## config.mk

```make
export PLATFORM = sky130hd
export DESIGN_NAME = key_debounce
export DESIGN_NICKNAME = d
export VERILOG_FILES = /design/src/rtl/key_pkg.sv /design/src/rtl/key_debounce_ch.sv /design/src/rtl/key_debounce.sv
export SDC_FILE = /design/constraint.sdc
export NUM_CORES = 1
export LEC_CHECK = 0
export CAP_MARGIN = 30
export CORE_UTILIZATION = 30
export DETAILED_ROUTE_END_ITERATION = 10
export PLACE_DENSITY = 0.45
export SLEW_MARGIN = 20
export SYNTH_ARGS = -nofsm -noshare
export SYNTH_HDL_FRONTEND = slang
export SYNTH_HIERARCHICAL = 1
export SYNTH_SLANG_ARGS = --single-unit
```

## constraint.sdc

```tcl
create_clock -name clk -period 2.8 [get_ports clk]
set_input_delay 0.56 -clock clk [delete_from_list [all_inputs] [get_ports clk]]
set_output_delay 0.56 -clock clk [all_outputs]
set_load 0.03 [all_outputs]
```

## src/rtl/key_pkg.sv

```systemverilog
// Shared constants and helpers for the key_debounce input conditioner.
//   MS_PER_SEC        : ticks per second of the debounce time base (1 ms)
//   DEF_*             : default configuration values for key_debounce
//   prescale_len()    : clock cycles per 1 ms tick for a given clock frequency
package key_pkg;

    localparam int unsigned MS_PER_SEC        = 1000;

    localparam int unsigned DEF_CLK_FREQ_HZ   = 50_000_000;
    localparam int unsigned DEF_NUM_KEYS      = 4;
    localparam int unsigned DEF_DEBOUNCE_MS   = 20;
    localparam int unsigned DEF_LONG_PRESS_MS = 1000;

    // Cycles per ms tick, truncated.
    function automatic int unsigned prescale_len(input int unsigned clk_freq_hz);
        return clk_freq_hz / MS_PER_SEC;
    endfunction

endpackage

```

## src/rtl/key_debounce_ch.sv

```systemverilog
// One key channel: 2-flop synchroniser, ms-tick debouncer and optional
// long-press detector (built only when KEY_LONG_PRESS_EN is defined).
// Ports:
//   clk, rst     : clock, asynchronous active-high reset
//   tick         : 1 ms time-base strobe, one cycle wide
//   key_n        : raw active-low key pin, asynchronous
//   key_level    : debounced level, 1 = pressed
//   key_press    : one-cycle pulse on accepted press
//   key_release  : one-cycle pulse on accepted release
//   key_long     : one-cycle pulse after LONG_PRESS_MS ticks held (0 if not built)
module key_debounce_ch
    import key_pkg::*;
#(
    parameter int unsigned DEBOUNCE_MS   = DEF_DEBOUNCE_MS
`ifdef KEY_LONG_PRESS_EN
    ,
    parameter int unsigned LONG_PRESS_MS = DEF_LONG_PRESS_MS
`endif
) (
    input  logic clk,
    input  logic rst,
    input  logic tick,
    input  logic key_n,
    output logic key_level,
    output logic key_press,
    output logic key_release,
    output logic key_long
);

    localparam int unsigned DB_W = $clog2(DEBOUNCE_MS + 1);

    logic            sync1_q, sync1_d;
    logic            sync2_q, sync2_d;
    logic            stable_q, stable_d;
    logic [DB_W-1:0] db_cnt_q, db_cnt_d;
    logic            press_q, press_d;
    logic            release_q, release_d;
    logic            raw_c;

    // Debounce: a differing level must survive DEBOUNCE_MS ticks uninterrupted.
    always_comb begin
        sync1_d   = key_n;
        sync2_d   = sync1_q;
        stable_d  = stable_q;
        db_cnt_d  = db_cnt_q;
        press_d   = 1'b0;
        release_d = 1'b0;
        raw_c     = ~sync2_q;

        if (raw_c == stable_q) begin
            db_cnt_d = '0;
        end else if (tick) begin
            if (db_cnt_q == DB_W'(DEBOUNCE_MS - 1)) begin
                stable_d  = raw_c;
                db_cnt_d  = '0;
                press_d   = raw_c;
                release_d = ~raw_c;
            end else begin
                db_cnt_d = db_cnt_q + DB_W'(1);
            end
        end
    end

    // Synchroniser resets to released (pin high).
    always_ff @(posedge clk or posedge rst) begin
        if (rst) begin
            sync1_q   <= 1'b1;
            sync2_q   <= 1'b1;
            stable_q  <= 1'b0;
            db_cnt_q  <= '0;
            press_q   <= 1'b0;
            release_q <= 1'b0;
        end else begin
            sync1_q   <= sync1_d;
            sync2_q   <= sync2_d;
            stable_q  <= stable_d;
            db_cnt_q  <= db_cnt_d;
            press_q   <= press_d;
            release_q <= release_d;
        end
    end

    assign key_level   = stable_q;
    assign key_press   = press_q;
    assign key_release = release_q;

`ifdef KEY_LONG_PRESS_EN
    localparam int unsigned HOLD_W = $clog2(LONG_PRESS_MS + 1);

    logic [HOLD_W-1:0] hold_cnt_q, hold_cnt_d;
    logic              long_q, long_d;

    // Hold counter runs only while pressed; the release cycle clears it so a
    // long pulse can never coincide with a release pulse.
    always_comb begin
        hold_cnt_d = hold_cnt_q;
        long_d     = 1'b0;

        if (!stable_q || release_d) begin
            hold_cnt_d = '0;
        end else if (tick && (hold_cnt_q != HOLD_W'(LONG_PRESS_MS))) begin
            hold_cnt_d = hold_cnt_q + HOLD_W'(1);
            long_d     = (hold_cnt_d == HOLD_W'(LONG_PRESS_MS));
        end
    end

    always_ff @(posedge clk or posedge rst) begin
        if (rst) begin
            hold_cnt_q <= '0;
            long_q     <= 1'b0;
        end else begin
            hold_cnt_q <= hold_cnt_d;
            long_q     <= long_d;
        end
    end

    assign key_long = long_q;
`else
    assign key_long = 1'b0;
`endif

endmodule

```

## src/rtl/key_debounce.sv

```systemverilog
// Multi-channel debouncer for active-low push-buttons. Owns the shared 1 ms
// prescaler and instantiates one key_debounce_ch per key.
// Optional long-press events are built when KEY_LONG_PRESS_EN is defined;
// otherwise key_long is tied to 0.
// Ports:
//   clk, rst     : clock, asynchronous active-high reset
//   key_n        : raw active-low key pins [NUM_KEYS]
//   key_level    : debounced pressed state [NUM_KEYS]
//   key_press    : one-cycle accepted-press pulses [NUM_KEYS]
//   key_release  : one-cycle accepted-release pulses [NUM_KEYS]
//   key_long     : one-cycle long-press pulses [NUM_KEYS]
module key_debounce
    import key_pkg::*;
#(
    parameter int unsigned CLK_FREQ_HZ   = DEF_CLK_FREQ_HZ,
    parameter int unsigned NUM_KEYS      = DEF_NUM_KEYS,
    parameter int unsigned DEBOUNCE_MS   = DEF_DEBOUNCE_MS,
    parameter int unsigned LONG_PRESS_MS = DEF_LONG_PRESS_MS
) (
    input  logic                clk,
    input  logic                rst,
    input  logic [NUM_KEYS-1:0] key_n,
    output logic [NUM_KEYS-1:0] key_level,
    output logic [NUM_KEYS-1:0] key_press,
    output logic [NUM_KEYS-1:0] key_release,
    output logic [NUM_KEYS-1:0] key_long
);

    localparam int unsigned PRESCALE = prescale_len(CLK_FREQ_HZ);
    localparam int unsigned PS_W     = $clog2(PRESCALE);

    // Elaboration-time parameter sanity checks.
    if (PRESCALE < 2) begin : g_bad_clk
        $error("key_debounce: CLK_FREQ_HZ too low for a 1 ms tick");
    end
    if (NUM_KEYS < 1) begin : g_bad_keys
        $error("key_debounce: NUM_KEYS must be at least 1");
    end
    if (DEBOUNCE_MS < 1) begin : g_bad_db
        $error("key_debounce: DEBOUNCE_MS must be at least 1");
    end
    if (LONG_PRESS_MS <= DEBOUNCE_MS) begin : g_bad_long
        $error("key_debounce: LONG_PRESS_MS must exceed DEBOUNCE_MS");
    end

    logic [PS_W-1:0] ps_cnt_q, ps_cnt_d;
    logic            tick_c;

    // Prescaler: counts 0..PRESCALE-1, tick on the terminal count.
    always_comb begin
        tick_c   = (ps_cnt_q == PS_W'(PRESCALE - 1));
        ps_cnt_d = tick_c ? '0 : ps_cnt_q + PS_W'(1);
    end

    always_ff @(posedge clk or posedge rst) begin
        if (rst) begin
            ps_cnt_q <= '0;
        end else begin
            ps_cnt_q <= ps_cnt_d;
        end
    end

    for (genvar i = 0; i < NUM_KEYS; i++) begin : g_ch
        key_debounce_ch #(
            .DEBOUNCE_MS   (DEBOUNCE_MS)
`ifdef KEY_LONG_PRESS_EN
            ,
            .LONG_PRESS_MS (LONG_PRESS_MS)
`endif
        ) u_ch (
            .clk         (clk),
            .rst         (rst),
            .tick        (tick_c),
            .key_n       (key_n[i]),
            .key_level   (key_level[i]),
            .key_press   (key_press[i]),
            .key_release (key_release[i]),
            .key_long    (key_long[i])
        );
    end

endmodule

```

==> reports/metrics.csv, run 1 <==
metric,value,unit
Startpoint Class,register,
Critical Path End Type,register,
max-slew violations,0,
Clock transition at path regs,0.11,ns
H-tree depth,2,
share of the synthesized area in the top cell type,0.460,
status,completed,
register area share after synthesis,0.541,
fillers,837,
Final Cell Area,2960,sq um
number of synthesis warnings,6,
GRT Overall Usage,0.110,
TritonCTS Buffers,5,
initial antenna violation count,0,
Routed Antenna Nets,0,
syn_nets,243,
Placed Area,2870,sq um
MaxCap Viol Count,0,
clock sink count,56,
first-pass GRT wire length,7560,microns
Cells after Synth,232,
syn avg cell area,11.2,sq um
Hold Worst Slack,0.357,ns
final setup fails,0,
CTS tree,yes,
Die H,95.3,microns
Final Skew,0.0137,ns
Nets,260,
period utilization,0.793,
Site Rows,33,
routed wire length,4360,microns
fmax,450,MHz
initial DRC count,36,
layout cells sized above 1,0.108,
post-synthesis async set-or-reset flop share,1.00,
Crit Path Category,register to register,
Pre-Repair DR Iteration Count,4,
die area,9070,sq um
minimum clock period,2.22,ns
largest net degree at the start of global routing,46,
"Setup Fix Bufs, Post-CTS",0,
RePlAce Congestion,0.732,
unrepaired setup endpoints after global routing,false,
DR vias/cell,4.61,
crit path DAT,2.47,ns
"most common cell after layout, fill and taps aside",dfrtp_1,
CTS resizes,0,
synth-to-layout area growth,13.3,%
count of cell types in the netlist,31,
worst hold path type,register to register,
core area,8300,sq um
Max rail drop VDD,0.000155,V
Seq cells post-synth,56,
WL/cell,12.3,microns
leakage power,1.25,nW
power per cell area,440,nW/um^2
hpwl dp,2960,microns
final hold violations,0,
most frequent cells in the layout,"dfrtp_1 (48), nand2_1 (21), nor2_1 (21)",
Root Driver,clkbuf_8,
Initial Utilization,0.314,
I/O Pins,22,
CTS Hold Bufs,0,
Least-Margin Pin Slew,0.625,ns
Worst-Skew Late Latency,0.32,ns
worst relative slew slack,0.583,
Die W,95.3,microns
Max Buffers Root-to-Sink,2,
final setup TNS,0,ns
number of synthesized flops with an enable pin,0,
CP max FO,45,
Synth Cell Area,2610,sq um
top post-synthesis cells by area,"dfrtp_1 (46%), dfstp_2 (8.1%), xor2_1 (5.0%)",
WP data required,3.05,ns
ANT cells,0,
Remaining DRCs,0,
vias in the first global route,1594,
Synth Flop Type,dfrtp_1,
Overflow after GRT,0,
Yosys top cell by area,dfrtp_1,
# port buffers,17,
via count,1637,
stage by stage:
step	instances	utilization	power, mW	worst slack (ns)
after floorplan	232	-	0.866	0.527
after CTS	355	0.356	1.33	0.565
after global placement	347	0.346	0.879	0.622
after global routing	355	0.356	1.37	0.442
final	355	0.356	1.30	0.580
after detailed placement	347	0.346	0.879	0.577
path summary, 6_finish.rpt:
path / startpoint / to / slack (ns) / cells after the start
setup / recovery: ps_cnt_q[4]$_DFF_PP0_ / g_ch[1].u_ch/db_cnt_q[2]$_DFFE_PP0P_ / 0.58 / 6
hold / removal: g_ch[3].u_ch/sync1_q$_DFF_PP1_ / g_ch[3].u_ch/sync2_q$_DFF_PP1_ / 0.36 / 0
setup reg to reg: ps_cnt_q[4]$_DFF_PP0_ / g_ch[1].u_ch/db_cnt_q[2]$_DFFE_PP0P_ / 0.58 / 6
hold reg to reg: g_ch[3].u_ch/sync1_q$_DFF_PP1_ / g_ch[3].u_ch/sync2_q$_DFF_PP1_ / 0.36 / 0
max in group asynchronous: rst / ps_cnt_q[2]$_DFF_PP0_ / 1.61 / 2
min in group asynchronous: rst / g_ch[0].u_ch/key_level$_DFFE_PP0P_ / 0.68 / 2
layout make-up:
type | count | area [sq um] | share of cell area
multi-input combinational | 163 | 1120 | 0.378
tap | 105 | 131 | 0.0445
timing repair buffer | 18 | 190 | 0.0644
sequential | 56 | 1410 | 0.478
clock buffer | 6 | 72.6 | 0.0246
clock inverter | 2 | 12.5 | 0.00423
inverter | 5 | 18.8 | 0.00635
report_power, final:
group | leakage, nW | switching, mW | internal (mW)
registers | 0.741 | 0.00441 | 0.819
clock network | 0.0412 | 0.265 | 0.176
logic | 0.469 | 0.0296 | 0.00776
total | 1.25 | 0.299 | 1.00
layer usage:
layer  wire [microns]  GRT usage  part of all wire
met1             2200      0.140              0.51
met2             1940      0.173              0.45
met3              146     0.0335             0.034
met4               63     0.0417             0.014
met5                0          0                 0
critical path, stage by stage (launching register included):
cell and delay (ns):
dfrtp_1 0.45, or4b_4 0.55, nor4_4 0.31, buf_12 0.26, nand2_1 0.11, or3_1 0.35
a21oi_1 0.14
logic make-up after synthesis:
family,after synthesis,share of synthesized area
AND/OR/NAND/NOR,99,0.247
buffers and inverters,13,0.0302
XOR/XNOR,20,0.0671
flip-flops,56,0.541
multiplexers,5,0.0192
adder cells (fa/ha/maj),5,0.0240
other,4,0.00575
AO/OA/AOI/OAI,30,0.0652
registers in the layout, summed over array words and instances (netlist names):
register               flops
g_ch.u_ch/db_cnt_q        20
g_ch.u_ch/key_level        4
g_ch.u_ch/key_press        4
g_ch.u_ch/key_release      4
g_ch.u_ch/sync1_q          4
g_ch.u_ch/sync2_q          4
ps_cnt_q                  16
synthesized netlist by cell type, types with 5 or more instances:
cell type,number
dfrtp_1,48
nand2_1,21
nor2_1,21
xor2_1,15
a21oi_1,13
nand4_1,10
o21ai_0,9
buf_4,8
dfstp_2,8
ha_1,5
inv_1,5
mux2i_1,5
nand2b_1,5
nor2b_1,5
or3_1,5
xnor2_1,5
No activity file was read; power rests on OpenSTA's default activity.
==> run 2: changes to the inputs <==
clock period = 2.3 ns   (was 2.8 ns; I/O delays follow)
==> reports/metrics.csv, run 2 (same netlist as run 1, synthesis figures left out) <==
metric,value,unit
status,completed,
Remaining DRCs,0,
Initial Utilization,0.314,
clock sink count,56,
Routed Antenna Nets,0,
RePlAce Congestion,0.790,
via count,1726,
most frequent cells in the layout,"dfrtp_1 (48), nand2_1 (21), nor2_1 (21)",
Die W,95.3,microns
R2R Path End,g_ch[3].u_ch/db_cnt_q[2]$_DFFE_PP0P_,
Sequential Power Share,0.629,
Site Rows,33,
MaxCap Viol Count,0,
Psw,0.370,mW
initial DRC count,33,
"most common cell after layout, fill and taps aside",dfrtp_1,
WP data required,2.54,ns
Startpoint Class,register,
Root Driver,clkbuf_8,
H-tree depth,2,
Final Skew,0.0189,ns
worst relative slew slack,0.589,
Pre-Repair DR Iteration Count,4,
CTS tree,yes,
GRT Overall Usage,0.115,
minimum clock period,2.21,ns
die area,9070,sq um
routed wire length,4680,microns
I/O Pins,22,
leakage power,1.35,nW
Max Buffers Root-to-Sink,2,
Clock Power Share,0.342,
Register-to-Register Path Depth,6,
layout cells sized above 1,0.176,
vias in the first global route,1668,
Max rail drop VDD,0.000263,V
placed cells,354,
Worst-Skew Late Latency,0.32,ns
Least-Margin Pin Slew,0.615,ns
Placed Area,2920,sq um
Top reg by flops,g_ch.u_ch/db_cnt_q,
CTS Hold Bufs,0,
Clock transition at path regs,0.11,ns
synth-to-layout area growth,19.6,%
worst hold path type,register to register,
# port buffers,17,
Crit Path Category,register to register,
Largest regs,"g_ch.u_ch/db_cnt_q (20), ps_cnt_q (16)",
WL/cell,12.6,microns
power per cell area,511,nW/um^2
ANT cells,0,
CP max FO,8,
R2R setup slack,0.09,ns
first-pass GRT wire length,7930,microns
Die H,95.3,microns
Post-Layout Cell Count,372,
HP Start,g_ch[2].u_ch/sync1_q$_DFF_PP1_,
core area,8300,sq um
Critical Path End Type,register,
hpwl dp,3170,microns
Min-Delay Endpoint,g_ch[2].u_ch/sync2_q$_DFF_PP1_,
combinational power share,0.029,
final core utilization,0.376,
Power Internal,1.22,mW
period utilization,0.962,
max-slew violations,0,
crit path DAT,2.46,ns
final hold violations,0,
TritonCTS Buffers,5,
fmax,452,MHz
initial antenna violation count,0,
DR vias/cell,4.64,
r2r startpoint,ps_cnt_q[13]$_DFF_PP0_,
Nets,277,
hold depth,0,
Final Cell Area,3120,sq um
largest net degree at the start of global routing,22,
Switching Fraction,0.232,
Overflow after GRT,0,
max reg flops,20,
final setup fails,0,
run 2: cell types whose count changed in the layout (fill, tap and decap cells not counted):
cell / change
clkinv_4: +1
a21oi_2: +1
clkbuf_16: +1
buf_6: +1
a21oi_1: -1
or4bb_4: +1
or4bb_1: -1
or3_4: +1
or3_1: -1
buf_4: +15
clkinv_2: -1
run 2: area by class of cell:
type	count	area, sq um
inverters	5	18.8
clock inverters	2	16.3
flip-flops and latches	56	1410
multi-input cells	163	1130
clock buffers	6	72.6
well taps	105	131
repair buffers	35	339
fillers	825	5180
run 2: critical path: stages, from the launching register on:
cell and delay [ns]:
dfrtp_1 0.43, or4bb_4 0.57, nor4_4 0.39, buf_12 0.17, nand2_1 0.09, or3_4 0.38
a21oi_2 0.12
run 2: metrics by stage:
| step | hold WS, ns | setup TNS, ns | setup WS, ns | total power [mW] |
|---|---|---|---|---|
| final | 0.360 | 0 | 0.0868 | 1.59 |
| after global routing | 0.365 | -0.0178 | -0.0135 | 1.67 |
| after CTS | 0.362 | 0 | 0.107 | 1.64 |
| after detailed placement | 0.347 | 0 | 0.127 | 1.07 |
| after global placement | 0.346 | 0 | 0.170 | 1.07 |
| after floorplan | 0.299 | 0 | 0.0268 | 1.05 |
run 2: worst max path at each step:
stage / slack (ns) / depth (start not counted) / from / endpoint
after floorplan: 0.03 / 6 / ps_cnt_q[4]$_DFF_PP0_ / g_ch[0].u_ch/db_cnt_q[2]$_DFFE_PP0P_
after CTS: 0.11 / 6 / ps_cnt_q[7]$_DFF_PP0_ / g_ch[1].u_ch/db_cnt_q[2]$_DFFE_PP0P_
after global routing: -0.01 / 6 / ps_cnt_q[13]$_DFF_PP0_ / g_ch[2].u_ch/db_cnt_q[2]$_DFFE_PP0P_
after detailed placement: 0.13 / 6 / ps_cnt_q[7]$_DFF_PP0_ / g_ch[0].u_ch/db_cnt_q[2]$_DFFE_PP0P_
after global placement: 0.17 / 6 / ps_cnt_q[7]$_DFF_PP0_ / g_ch[3].u_ch/db_cnt_q[2]$_DFFE_PP0P_
final: 0.09 / 6 / ps_cnt_q[13]$_DFF_PP0_ / g_ch[3].u_ch/db_cnt_q[2]$_DFFE_PP0P_
run 2: what timing repair did:
| item | CTS | global route |
|---|---|---|
| setup buffers | 0 | 9 |
| gates resized for setup | 0 | 4 |
| endpoints found under the setup margin | 0 | 3 |
run 2: power groups by stage:
stage	sequential (mW)	combinational, mW	clock, mW
after global placement	1.02	0.0489	0
after global routing	1.00	0.0541	0.617
after CTS	1.00	0.0490	0.584
after floorplan	1.02	0.0343	0
final	1.00	0.0461	0.545
after detailed placement	1.02	0.0488	0
run 2: routing by layer:
metal,track usage,wire length (microns),up-vias
li1,-,-,870
met1,0.152,2380,820
met2,0.177,2060,28
met3,0.0271,162,8
met4,0.0518,75,0
met5,0,0,-
